**config.mk**
```make
export PLATFORM = sky130hd
export DESIGN_NAME = instruction_fetch_unit
export DESIGN_NICKNAME = d
export VERILOG_FILES = /design/src/rtl/rv32i_pkg.sv /design/src/rtl/instruction_fetch_unit_fetch_fifo.sv /design/src/rtl/instruction_fetch_unit.sv
export SDC_FILE = /design/constraint.sdc
export NUM_CORES = 1
export LEC_CHECK = 0
export CORE_ASPECT_RATIO = 0.9
export CORE_MARGIN = 4
export CORE_UTILIZATION = 54
export CTS_CLUSTER_SIZE = 30
export DETAILED_ROUTE_END_ITERATION = 12
export PLACE_DENSITY = 0.8
export SLEW_MARGIN = 20
export SYNTH_ARGS = -nofsm -noshare
export SYNTH_HDL_FRONTEND = slang
export SYNTH_HIERARCHICAL = 1
export SYNTH_SLANG_ARGS = --single-unit
```
**constraint.sdc**
```tcl
create_clock -name clk_in -period 7.9 [get_ports clk_in]
set_input_delay 1.185 -clock clk_in [delete_from_list [all_inputs] [get_ports clk_in]]
set_output_delay 1.185 -clock clk_in [all_outputs]
set_load 0.01 [all_outputs]
```
**src/rtl/rv32i_pkg.sv**
```systemverilog
// Shared RV32I definitions: word width, reset vector, NOP encoding and the
// {pc, instr} entry carried from fetch to decode.
package rv32i_pkg;

  localparam int XLEN = 32;
  localparam logic [XLEN-1:0] RESET_VECTOR = 32'h0000_0000;
  localparam logic [XLEN-1:0] NOP_INSTR    = 32'h0000_0013;

  typedef struct packed {
    logic [XLEN-1:0] pc;
    logic [XLEN-1:0] instr;
  } fetch_entry_t;

  function automatic logic [XLEN-1:0] pc_next(input logic [XLEN-1:0] pc);
    return pc + 32'd4;
  endfunction

  function automatic logic [XLEN-1:0] align_pc(input logic [XLEN-1:0] pc);
    return {pc[XLEN-1:2], 2'b00};
  endfunction

endpackage

```
**src/rtl/instruction_fetch_unit_fetch_fifo.sv**
```systemverilog
// In-order buffer of fetched {pc, instr} entries with flush and occupancy count.
module fetch_fifo
  import rv32i_pkg::*;
#(
  parameter int DEPTH = 2
) (
  input  logic                           clk_in,
  input  logic                           rst_in,
  input  logic                           flush_in,
  input  logic                           push_in,
  input  fetch_entry_t                   push_data_in,
  input  logic                           pop_in,
  output fetch_entry_t                   head_out,
  output logic [$clog2(DEPTH+1)-1:0]     count_out,
  output logic                           empty_out
);

  localparam int PTR_W = (DEPTH > 1) ? $clog2(DEPTH) : 1;
  localparam int CNT_W = $clog2(DEPTH+1);

  fetch_entry_t     mem_q [DEPTH];
  logic [PTR_W-1:0] wr_ptr_q, wr_ptr_d;
  logic [PTR_W-1:0] rd_ptr_q, rd_ptr_d;
  logic [CNT_W-1:0] count_q, count_d;

  always_comb begin
    wr_ptr_d = wr_ptr_q;
    rd_ptr_d = rd_ptr_q;
    count_d  = count_q;
    if (flush_in) begin
      wr_ptr_d = '0;
      rd_ptr_d = '0;
      count_d  = '0;
    end else begin
      if (push_in) wr_ptr_d = wr_ptr_q + 1'b1;
      if (pop_in)  rd_ptr_d = rd_ptr_q + 1'b1;
      count_d = count_q + CNT_W'(push_in) - CNT_W'(pop_in);
    end
  end

  always_ff @(posedge clk_in) begin
    if (rst_in) begin
      wr_ptr_q <= '0;
      rd_ptr_q <= '0;
      count_q  <= '0;
    end else begin
      wr_ptr_q <= wr_ptr_d;
      rd_ptr_q <= rd_ptr_d;
      count_q  <= count_d;
    end
  end

  // Storage is data only: never reset, written only on an unflushed push.
  always_ff @(posedge clk_in) begin
    if (push_in && !flush_in) mem_q[wr_ptr_q] <= push_data_in;
  end

  assign head_out  = mem_q[rd_ptr_q];
  assign count_out = count_q;
  assign empty_out = (count_q == '0);

endmodule

```
**src/rtl/instruction_fetch_unit.sv**
```systemverilog
// RV32I fetch stage: PC, credit-limited imem requests, redirect flush/drop.
// Optional misaligned-redirect trap enabled by defining IFU_MISALIGN_TRAP_EN.
module instruction_fetch_unit
  import rv32i_pkg::*;
#(
  parameter logic [XLEN-1:0] RESET_PC   = RESET_VECTOR,
  parameter int              FIFO_DEPTH = 2
) (
  input  logic            clk_in,
  input  logic            rst_in,
  output logic            imem_req_out,
  output logic [XLEN-1:0] imem_addr_out,
  input  logic            imem_gnt_in,
  input  logic            imem_rvalid_in,
  input  logic [XLEN-1:0] imem_rdata_in,
  input  logic            redirect_in,
  input  logic [XLEN-1:0] redirect_pc_in,
  output logic [XLEN-1:0] instr_out,
  output logic [XLEN-1:0] pc_out,
  output logic            valid_out,
  input  logic            ready_in
`ifdef IFU_MISALIGN_TRAP_EN
  ,
  output logic            fault_out
`endif
);

  localparam int CNT_W = $clog2(FIFO_DEPTH+1);
  localparam logic [CNT_W:0] DEPTH_C = (CNT_W+1)'(FIFO_DEPTH);
`ifdef IFU_MISALIGN_TRAP_EN
  localparam bit TRAP_EN = 1'b1;
`else
  localparam bit TRAP_EN = 1'b0;
`endif

  logic [XLEN-1:0]  fetch_pc_q, fetch_pc_d;
  logic [XLEN-1:0]  resp_pc_q, resp_pc_d;
  logic [XLEN-1:0]  last_pc_q, last_pc_d;
  logic [CNT_W-1:0] outstanding_q, outstanding_d;
  logic [CNT_W-1:0] drop_q, drop_d;
  logic             fault_q, fault_d;

  logic             grant, misaligned;
  logic             fifo_push, fifo_pop, fifo_flush, fifo_empty;
  logic [CNT_W-1:0] fifo_count;
  fetch_entry_t     push_entry, fifo_head;
  logic [XLEN-1:0]  target_pc;

  // Outstanding requests plus buffered words never exceed the buffer size,
  // so every response always has a slot waiting for it.
  assign imem_req_out  = !rst_in && !redirect_in && !fault_q &&
                         (({1'b0, outstanding_q} + {1'b0, fifo_count}) < DEPTH_C);
  assign imem_addr_out = fetch_pc_q;
  assign grant         = imem_req_out && imem_gnt_in;
  assign target_pc     = align_pc(redirect_pc_in);
  assign misaligned    = TRAP_EN && (redirect_pc_in[1:0] != 2'b00);

  always_comb begin
    fetch_pc_d       = fetch_pc_q;
    resp_pc_d        = resp_pc_q;
    last_pc_d        = last_pc_q;
    drop_d           = drop_q;
    fault_d          = fault_q;
    fifo_push        = 1'b0;
    fifo_pop         = 1'b0;
    fifo_flush       = 1'b0;
    push_entry.pc    = resp_pc_q;
    push_entry.instr = imem_rdata_in;
    outstanding_d    = outstanding_q + CNT_W'(grant) - CNT_W'(imem_rvalid_in);
    if (grant) fetch_pc_d = pc_next(fetch_pc_q);
    if (redirect_in) begin
      // Everything still in flight after this cycle belongs to the old path.
      fifo_flush = 1'b1;
      fetch_pc_d = target_pc;
      resp_pc_d  = target_pc;
      drop_d     = outstanding_d;
      fault_d    = misaligned;
      if (misaligned) last_pc_d = redirect_pc_in;
    end else begin
      if (imem_rvalid_in) begin
        if (drop_q != '0) begin
          drop_d = drop_q - 1'b1;
        end else begin
          fifo_push = 1'b1;
          resp_pc_d = pc_next(resp_pc_q);
        end
      end
      if (valid_out && ready_in) begin
        fifo_pop  = 1'b1;
        last_pc_d = fifo_head.pc;
      end
    end
  end

  always_ff @(posedge clk_in) begin
    if (rst_in) begin
      fetch_pc_q    <= RESET_PC;
      resp_pc_q     <= RESET_PC;
      last_pc_q     <= RESET_PC;
      outstanding_q <= '0;
      drop_q        <= '0;
      fault_q       <= 1'b0;
    end else begin
      fetch_pc_q    <= fetch_pc_d;
      resp_pc_q     <= resp_pc_d;
      last_pc_q     <= last_pc_d;
      outstanding_q <= outstanding_d;
      drop_q        <= drop_d;
      fault_q       <= fault_d;
    end
  end

  fetch_fifo #(.DEPTH(FIFO_DEPTH)) u_fetch_fifo (
    .clk_in       (clk_in),
    .rst_in       (rst_in),
    .flush_in     (fifo_flush),
    .push_in      (fifo_push),
    .push_data_in (push_entry),
    .pop_in       (fifo_pop),
    .head_out     (fifo_head),
    .count_out    (fifo_count),
    .empty_out    (fifo_empty)
  );

  assign valid_out = !fifo_empty;
  assign instr_out = fifo_empty ? NOP_INSTR : fifo_head.instr;
  assign pc_out    = fifo_empty ? last_pc_q : fifo_head.pc;
`ifdef IFU_MISALIGN_TRAP_EN
  assign fault_out = fault_q;
`endif

  rvalid_has_request: assert property (@(posedge clk_in) disable iff (rst_in)
    imem_rvalid_in |-> (outstanding_q != '0));

endmodule
```
* After elaboration in Yosys (flattened, before gate mapping)
Memory sizes are Yosys's and may differ from the RTL's. A register that Yosys moved wholly into a read port is not among the register bits. Cells that the tools add are included.
Storage, ports and cells: output and inout bits 98, input bits 70, memories kept 1, bits in writable memories 128, register bits 104
Cells by class: $lt $le $gt $ge 1, bitwise operators 2, mux-type cells 20, equal/unequal tests 1, reduce and logical (&&, ||, !) cells 20, add/subtract/negate cells 10
Memory list:
- u_fetch_fifo.mem_q | words 2, width 64, rd ports 1, clocked after memory_dff 1, wr ports 1, line instruction_fetch_unit_fetch_fifo.sv:21 | fetch_entry_t mem_q [DEPTH];
Operators with widths (number):
- 32-bit two-way mux | 7
- 32-bit by 3-bit adder with 32-bit output (second input constant) | 2
- 1-bit two-way mux | 10
- 2-bit AND reduction | 4
- 2-bit nonzero test | 4
- 2-bit two-way mux | 3
- 1-bit logical AND | 5
- 2-bit by 1-bit adder with 2-bit output | 2
- 1-bit zero test | 4
- 2-bit OR reduction | 2
- 2-bit by 1-bit subtractor with 2-bit output | 2
- 2-bit by 2-bit adder with 3-bit output | 1
- 3-bit by 2-bit less-than comparator with 1-bit output (second input constant) | 1
- 1-bit adder (second input constant) | 2
- 2-bit zero test | 1
- 2-bit inequality test (second input constant) | 1
- 1-bit NOT | 2
- 2-bit by 1-bit subtractor with 2-bit output (second input constant) | 1

* Logic depth before layout (Yosys ltp)
Gate-level depths: netlist of run 1.
depth after elaboration 7, gate-level depth with buffers 12, depth with buffers taken out 12

* By module
The synthesis of run 1 kept the hierarchy.
Modules (own cells, without submodules):
- instruction_fetch_unit | cells each 639, instances 1, area an instance 5336.4 um2, sequential area each 1921.8 um2
- fetch_fifo | cells each 219, instances 1, area an instance 5141.2 um2, sequential area each 3943.8 um2

* Worst setup path after synthesis of run 1
OpenSTA, ideal clock, no wires.
kind input to register, start in redirect_in, end mem u_fetch_fifo/mem_q[0][0] (netlist bit) (enable), buffers on the path 2, data arrival time 6.350 ns, slack 0.973 ns, stages on the path 4, required time 7.322 ns, cells stage by stage buf_6 -> buf_6 -> nor2_1 -> nor3b_1
RTL lines:
- start: declaration | line instruction_fetch_unit.sv:16 | input logic redirect_in,
- 1-bit two-way mux | line instruction_fetch_unit.sv:71 | if (redirect_in) begin
- named net fifo_push | line instruction_fetch_unit.sv:44 | logic fifo_push, fifo_pop, fifo_flush, fifo_empty;
- 1-bit logical AND | line instruction_fetch_unit_fetch_fifo.sv:55 | if (push_in && !flush_in) mem_q[wr_ptr_q] <= push_data_in;
- 1-bit two-way mux | line instruction_fetch_unit_fetch_fifo.sv:55
- 1-bit two-way mux (not written as such) | line instruction_fetch_unit_fetch_fifo.sv:55
- end: declaration | line instruction_fetch_unit_fetch_fifo.sv:21
The timed path passes the listed nets, and every way through them passes these cells.

* Worst setup path after layout of run 1
start in redirect_in, end out imem_req_out
Between the ends: word-level cells in the longest chain between the ends 3
RTL lines:
- 1-bit zero test | line instruction_fetch_unit.sv:51 | assign imem_req_out = !rst_in && !redirect_in && !fault_q &&
- 1-bit logical AND (2 in series) | line instruction_fetch_unit.sv:51
- end: declaration | line instruction_fetch_unit.sv:11 | output logic imem_req_out,
Every way passes these cells.

==> results.py, run 1 <==
metrics = {
    "outcome": {
        "outcome": "completed",
    },
    "finish": {
        "nNetsFinal": 1093,
        "layout.cells.non_filler": 1283,
        "antenna_cells": 0,
        "area_growth_pct": 23.5,
        "fillCellCount": 1363,
        "drive_above_1_share": 0.164,
    },
    "clock_tree": {
        "cts_buffer_depth": 3,
        "cts_setup_buffers": 0,
        "cts_resized": 0,
        "cts_hold_buffers": 0,
        "cts_buffers": 24,
        "cts.clk_slew.worst_paths_ns": 0.06,
        "htreeDepth": 1,
        "clock_latency_ns": 0.51,
        "clock_sinks": 229,
        "cts_tree": "built",
        "cts_root_buf": "clkbuf_16",
    },
    "timing": {
        "finalMaxSlewViolations": 0,
        "min_period_ns": 4.27,
        "slew_headroom": 0.398,
        "min_period_over_period": 0.540,
        "setup_violations": 0,
        "rsz0062_at_grt": "no",
        "tns_ns": 0,
        "finalHoldViolCount": 0,
        "worst_pin_slew_ns": 0.903,
        "fmax_mhz": 234,
        "skew_ns": 0.0106,
        "setup_ws_ns": 3.63,
    },
    "global_routing": {
        "grt_usage": 0.206,
        "grt_pass1_vias": 6783,
        "grt_pass1_wl_mm": 36.2,
        "grt_max_degree": 82,
        "grt_overflow_total": 0,
        "antenna_found_initial": 0,
    },
    "worst_hold_path": {
        "hold_depth": 2,
        "holdCritPathClass": "register to register",
    },
    "floorplanning": {
        "die_y_microns": 140,
        "fp-row-count": 48,
        "die_x_microns": 155,
        "io_pins": 168,
        "dieArea_sq_um": 21700,
        "coreArea_sq_um": 19100,
        "start_util": 0.549,
    },
    "pwr": {
        "vdd_drop_max_mv": 0.130,
        "power.density_nw_per_um2": 206,
        "p_leak_uw": 0.00462,
    },
    "critical_path": {
        "crit_path_end_kind": "output port",
        "crit_fanout": 42,
        "r2r_cells": 12,
        "critPathLaunchType": "primary input",
        "cp.required_ns": 6.71,
        "path_class": "primary input to output port",
        "worst_ep_arrival_time_ns": 3.08,
    },
    "yosys": {
        "synth_area_per_cell_sq_um": 12.2,
        "syn_area_sq_um": 10500,
        "ys_types": 58,
        "ys_ff_latch": 229,
        "synth-edff-count": 128,
        "synth_cells": 858,
        "async_flop_share": 0,
        "synthFlopType": "edfxtp_1",
        "ys_seq_area_frac": 0.560,
        "synth_warnings": 6,
    },
    "placement": {
        "io_buffers": 163,
        "dp_cells": 1239,
        "dp_hpwl_mm": 14.8,
        "gp_congestion": 0.839,
        "pre_cts_ws_ns": 3.67,
    },
    "route": {
        "finalWirelength_mm": 22.5,
        "wire_per_inst_microns": 17.6,
        "dr.first_iter.drc_count": 423,
        "via_count": 6962,
        "ant_nets": 0,
        "via_per_inst": 5.43,
        "dr.pass1.iters": 4,
        "drc": 0,
    },
    "run": {
        "max-cap-violations": 0,
    },
}
-- final timing paths --
| kind | to | slack (ns) | start |
|---|---|---|---|
| max | imem_req_out | 3.63 | redirect_in |
| min reg2reg | last_pc_q[6] | 0.45 | last_pc_q[6] |
| max reg2reg | drop_q[1] | 4.76 | u_fetch_fifo/count_out[0] |
| min | last_pc_q[6] | 0.45 | last_pc_q[6] |
-- routing by layer --
metal / track usage / up-vias / routed length (microns)
met1: 0.289 / 3294 / 9900
met3: 0.0343 / 38 / 1610
met4: 0.0479 / 0 / 371
met2: 0.337 / 255 / 10700
li1: - / 3375 / -
met5: 0 / - / 0
-- report_power, final --
group	internal (uW)	leakage [uW]	switching, uW
Clock	607	0.000362	444
Combinational	146	0.00226	124
Sequential	1310	0.00200	44.2
Total	2060	0.00462	612
-- cells in the mapped netlist (all sizes together) (2+ instances only) --
library cell	number	share of area
dfxtp	101	0.19
nor3	16	0.010
a31oi	2	0.0012
buf	19	0.021
o31a	2	0.0017
nand2	87	0.031
a21boi	37	0.027
nand4	27	0.018
clkbuf	27	0.0097
xnor2	29	0.024
nor2b	31	0.019
ha	7	0.0084
mux2	96	0.12
o22ai	2	0.0012
or4	2	0.0018
inv	30	0.011
and2	7	0.0042
and4	4	0.0033
mux2i	2	0.0019
nand3	22	0.011
or2	7	0.0042
nor4	8	0.0074
o21ai	4	0.0019
a211oi	8	0.0057
o21a	2	0.0014
xor2	26	0.022
a21oi	64	0.031
and3	15	0.0092
edfxtp	128	0.37
nor2	32	0.011
nor3b	3	0.0026
-- worst max-delay path, cell delays in order --
cell and delay [ns]:
clkdlybuf4s50_1 0.41, buf_4 0.28, or2_2 0.42, nor3_1 0.19, clkdlybuf4s50_1 0.58
-- sequential cells by signal, summed over array words and instances (netlist names), named ones only --
register	cells
u_fetch_fifo/mem_q	128
u_fetch_fifo/count_out	2
imem_addr_out	30
u_fetch_fifo/rd_ptr_q	1
u_fetch_fifo/wr_ptr_q	1
drop_q	2
outstanding_q	2
resp_pc_q	30
last_pc_q	32
-- stage by stage --
step / utilization / instance area [sq um] / total power [uW] / hold slack [ns]
after floorplan: - / 10500 / 1520 / 0.433
after global placement: 0.639 / 12200 / 1640 / 0.438
after detailed placement: 0.639 / 12200 / 1640 / 0.443
after CTS: 0.678 / 12900 / 2690 / 0.453
after global routing: 0.678 / 12900 / 2770 / 0.464
final: 0.678 / 12900 / 2670 / 0.451
-- cell families (layout without fill, tap and decap cells) --
family,count (synthesis),in the layout,synth area share
AND/OR/NAND/NOR,266,266,0.141
flip-flops,229,229,0.560
AO/OA/AOI/OAI,124,124,0.0726
multiplexers,98,98,0.127
buffers and inverters,76,246,0.0412
XOR/XNOR,56,56,0.0481
adder cells (fa/ha/maj),8,8,0.0103
other,1,6,0.000358
-- final cells by class --
class	count	area, sq um	area share
flip-flops and latches	229	5870	0.453
multi-input cells	558	4210	0.325
repair buffers	172	1690	0.131
clock buffers	27	633	0.0489
well taps	250	313	0.0242
inverters	30	113	0.00870
clock inverters	17	110	0.00851
-- layout by cell type (no fill, tap or decap), drive strengths merged, types with 6 or more instances in the layout --
cell and instances:
and3 15, a21oi 64, nor2b 31, and2 7, clkbuf 27, nand2 87
edfxtp 128, mux2 96, ha 7, nor2 32, dfxtp 101, or2 7
inv 30, clkdlybuf4s50 162, nor3 16, xor2 26, conb 6, nand4 27
buf 10, a211oi 8, nand3 22, nor4 8, xnor2 29, a21boi 37
clkinv 13
Power figures use the tool's default switching activity.
==> run 2: changes to the inputs <==
- clock period: 7.9 -> 4.15 ns (I/O delays scaled with it)
==> run 2 against run 1 <==
Die area stayed put. Flip-flop and latch count stayed put. Power is 89% higher. Hold slack hardly changed. Utilization is 0.16 points higher. Non-clock buffer count is 3 higher. Combinational power is 93% higher. Clock-buffer cell count is 9 higher. Largest cell class unchanged. Largest power group unchanged.
==> results.py, run 2 (same netlist as run 1, synthesis figures left out) <==
metrics = {
    "floorplanning": {
        "die_x_microns": 155,
        "fp-row-count": 48,
        "io_pins": 168,
        "start_util": 0.549,
        "dieArea_sq_um": 21700,
        "coreArea_sq_um": 19100,
        "die_y_microns": 140,
    },
    "global_routing": {
        "grt_usage": 0.209,
        "grt_max_degree": 69,
        "grt_overflow_total": 0,
        "antenna_found_initial": 0,
        "grt_pass1_wl_mm": 37.1,
        "grt_pass1_vias": 7047,
    },
    "critical_path": {
        "crit_path_end_kind": "output port",
        "worst_ep_arrival_time_ns": 2.72,
        "crit_fanout": 28,
        "critPathLaunchType": "register",
        "path_class": "register to output port",
        "cp.required_ns": 3.53,
    },
    "route": {
        "via_count": 7014,
        "via_per_inst": 5.45,
        "dr.pass1.iters": 5,
        "ant_nets": 0,
        "drc": 0,
        "wire_per_inst_microns": 17.7,
        "dr.first_iter.drc_count": 445,
        "finalWirelength_mm": 22.8,
    },
    "timing": {
        "hold_slack_ns": 0.451,
        "rsz0062_at_grt": "no",
        "tns_ns": 0,
        "min_period_over_period": 0.806,
        "skew_ns": 0.0190,
        "fmax_mhz": 299,
        "min_period_ns": 3.35,
        "slew_headroom": 0.411,
        "setup_violations": 0,
        "finalMaxSlewViolations": 0,
        "worst_pin_slew_ns": 0.883,
        "finalHoldViolCount": 0,
    },
    "placement": {
        "dp_hpwl_mm": 15.2,
        "gp_congestion": 0.852,
        "dp_cells": 1242,
        "placed_cell_area_sq_um": 12300,
        "io_buffers": 163,
    },
    "finish": {
        "largest_reg_flops": 128,
        "final_cell_mix": "clkdlybuf4s50_1, edfxtp_1, dfxtp_1",
        "final_area_sq_um": 13000,
        "nNetsFinal": 1096,
        "drive_above_1_share": 0.163,
        "utilization": 0.679,
        "fillCellCount": 1413,
        "regMostFlops": "u_fetch_fifo/mem_q",
        "area_growth_pct": 23.8,
        "layout.cells.non_filler": 1286,
        "final_common_cell": "clkdlybuf4s50_1",
        "reg_top3": "u_fetch_fifo/mem_q x128, last_pc_q x32",
        "antenna_cells": 0,
    },
    "clock_tree": {
        "cts.clk_slew.worst_paths_ns": 0.06,
        "htreeDepth": 1,
        "cts_resized": 0,
        "clock_sinks": 229,
        "cts_hold_buffers": 0,
        "cts_buffer_depth": 3,
        "cts_setup_buffers": 0,
        "cts_buffers": 24,
        "cts_root_buf": "clkbuf_16",
        "cts_tree": "built",
        "clock_latency_ns": 0.51,
    },
    "worst_hold_path": {
        "holdCritPathClass": "register to register",
    },
    "pwr": {
        "p_leak_uw": 0.00463,
        "power.density_nw_per_um2": 389,
        "vdd_drop_max_mv": 0.276,
    },
    "run": {
        "max-cap-violations": 0,
    },
    "outcome": {
        "outcome": "completed",
    },
}
==> run 2: cell count changes in the layout (fill, tap and decap cells not counted), moves of 2 or more <==
cell / change
clkinv_1: -4
clkinv_2: -3
clkinvlp_4: -2
clkbuf_8: +2
buf_12: +2
clkbuf_1: +7
==> run 2: per-stage QoR <==
stage	setup WS [ns]	power [uW]
after detailed placement	1.13	3140
final	0.804	5050
after global placement	1.12	3120
after floorplan	0.0700	2890
after CTS	0.742	5080
after global routing	0.631	5250
==> run 2: final timing paths <==
| check | startpoint | end | slack [ns] | cells after the start |
|---|---|---|---|---|
| worst max-delay path | u_fetch_fifo/count_out[1] | pc_out[13] | 0.80 | 4 |
| worst min register to register | last_pc_q[26] | last_pc_q[26] | 0.45 | 2 |
| worst min-delay path | last_pc_q[26] | last_pc_q[26] | 0.45 | 2 |
| worst max register to register | u_fetch_fifo/count_out[0] | drop_q[1] | 1.40 | 13 |
==> run 2: metal layers <==
layer,GRT usage,vias up,part of all wire
li1,-,3376,-
met1,0.296,3362,0.44
met2,0.339,235,0.47
met3,0.0358,41,0.069
met4,0.0525,0,0.021
met5,0,-,0
==> run 2: power by group <==
part	internal, uW	switching [uW]
logic	283	238
registers	2490	85.2
clock network	1120	839
==> run 2: worst max-delay path: stages, from the launching register on <==
cell and delay, ns:
dfxtp_1 0.37, nor2_4 0.62, buf_4 0.34, mux2_2 0.36
clkdlybuf4s50_1 0.50
==> run 2: area by class of cell <==
class	instances	area (sq um)	area share
Clock buffer	36	669	0.0516
Clock inverter	8	51.3	0.00395
Inverter	30	113	0.00868
Multi-Input combinational cell	558	4220	0.325
Sequential cell	229	5870	0.452
Tap cell	250	313	0.0241
Timing Repair Buffer	175	1740	0.134
==> run 3: changes to the inputs <==
- clock period: 4.15 -> 3.3 ns (I/O delays scaled with it)
==> run 3 against run 2 <==
Clock power is 36% higher. Routed wire length is 0.84% lower. Die area stayed put. Critical path type unchanged. Largest cell class unchanged. Highest routed layer unchanged.
==> results.py, run 3 (same netlist as run 1, synthesis figures left out) <==
metrics = {
    "clock_tree": {
        "clock_latency_ns": 0.50,
        "cts_resized": 0,
        "cts_setup_buffers": 0,
        "cts_buffer_depth": 3,
        "htreeDepth": 1,
        "cts_root_buf": "clkbuf_16",
        "cts_hold_buffers": 0,
        "cts.clk_slew.worst_paths_ns": 0.06,
        "cts_tree": "built",
        "cts_buffers": 24,
        "clock_sinks": 229,
    },
    "floorplanning": {
        "start_util": 0.549,
        "die_x_microns": 155,
        "coreArea_sq_um": 19100,
        "fp-row-count": 48,
        "dieArea_sq_um": 21700,
        "die_y_microns": 140,
        "io_pins": 168,
    },
    "global_routing": {
        "antenna_found_initial": 0,
        "grt_pass1_wl_mm": 36.1,
        "grt_overflow_total": 0,
        "grt_usage": 0.205,
        "grt_pass1_vias": 6840,
        "grt_max_degree": 66,
    },
    "route": {
        "top_layer_used": "met4",
        "ant_nets": 0,
        "via_per_inst": 5.44,
        "dr.pass1.iters": 5,
        "dr.first_iter.drc_count": 409,
        "wl_met1_mm": 9.89,
        "drc": 0,
        "wl_met2_mm": 10.7,
        "finalWirelength_mm": 22.6,
        "wl_met3_mm": 1.68,
        "wire_per_inst_microns": 17.5,
        "via_count": 7017,
    },
    "finish": {
        "area_growth_pct": 25.1,
        "final_cell_mix": "clkdlybuf4s50_1, edfxtp_1, dfxtp_1",
        "nNetsFinal": 1101,
        "drive_above_1_share": 0.170,
        "antenna_cells": 0,
        "reg_top3": "u_fetch_fifo/mem_q x128, last_pc_q x32",
        "largest_reg_flops": 128,
        "final_common_cell": "clkdlybuf4s50_1",
        "regMostFlops": "u_fetch_fifo/mem_q",
    },
    "critical_path": {
        "crit_path_end_kind": "output port",
        "worst_ep_arrival_time_ns": 2.51,
        "cp.required_ns": 2.80,
        "regToRegSetupSlack_ns": 0.70,
        "critPathLaunchType": "register",
        "crit_fanout": 33,
        "path_class": "register to output port",
    },
    "timing": {
        "tns_ns": 0,
        "finalHoldViolCount": 0,
        "rsz0062_at_grt": "no",
        "fmax_mhz": 333,
        "hold_slack_ns": 0.418,
        "finalMaxSlewViolations": 0,
        "setup_violations": 0,
        "min_period_ns": 3.00,
        "slew_headroom": 0.579,
        "skew_ns": 0.0153,
        "worst_pin_slew_ns": 0.632,
        "min_period_over_period": 0.909,
    },
    "worst_hold_path": {
        "holdCritPathClass": "primary input to register",
    },
    "pwr": {
        "power.density_nw_per_um2": 500,
        "vdd_drop_max_mv": 0.415,
        "p_leak_uw": 0.00471,
    },
    "run": {
        "max-cap-violations": 0,
    },
    "placement": {
        "io_buffers": 163,
        "dp_hpwl_mm": 15.5,
        "gp_congestion": 0.861,
    },
    "outcome": {
        "outcome": "completed",
    },
}
-- run 3: report_power, final --
part	internal, uW	total [uW]	switching [uW]
Sequential	3130	3230	106
Clock	1630	2670	1040
Combinational	361	662	301
Total	5110	6560	1450
-- run 3: area by class of cell --
cell class / count / area (sq um)
Clock buffer: 36 / 739
Clock inverter: 8 / 66.3
Fill cell: 1366 / 5990
Inverter: 30 / 113
Multi-Input combinational cell: 558 / 4220
Sequential cell: 229 / 5870
Tap cell: 250 / 313
Timing Repair Buffer: 180 / 1790
-- run 3: final timing paths --
kind	start	end	depth (start not counted)
max reg2reg	u_fetch_fifo/count_out[0]	drop_q[1]	12
min reg2reg	last_pc_q[9]	last_pc_q[9]	2
max	register	instr_out[10]	5
min	rst_in	drop_q[1]	2
-- run 3: critical path, cell delays in order, from the launching register on --
cell	delay (ns)
dfxtp_4	0.49
buf_12	0.31
buf_4	0.26
mux2_4	0.31
nor2b_1	0.13
clkdlybuf4s50_1	0.48
-- run 3: layer usage --
| metal | vias up | global-route usage |
|---|---|---|
| met5 | - | 0 |
| met4 | 0 | 0.0441 |
| met3 | 32 | 0.0411 |
| met2 | 262 | 0.338 |
| met1 | 3332 | 0.283 |
| li1 | 3391 | - |
-- run 3: stage by stage --
stage               utilization  setup WS (ns)  total power (uW)  cells  instance area (sq um)
floorplan                     -          0.218              3630    863                  10500
global placement          0.644          0.680              3930   1247                  12300
detailed placement        0.644          0.616              3950   1247                  12300
CTS                       0.687          0.270              6610   1291                  13100
global route              0.687          0.186              6820   1291                  13100
finish                    0.687          0.300              6560   1291                  13100
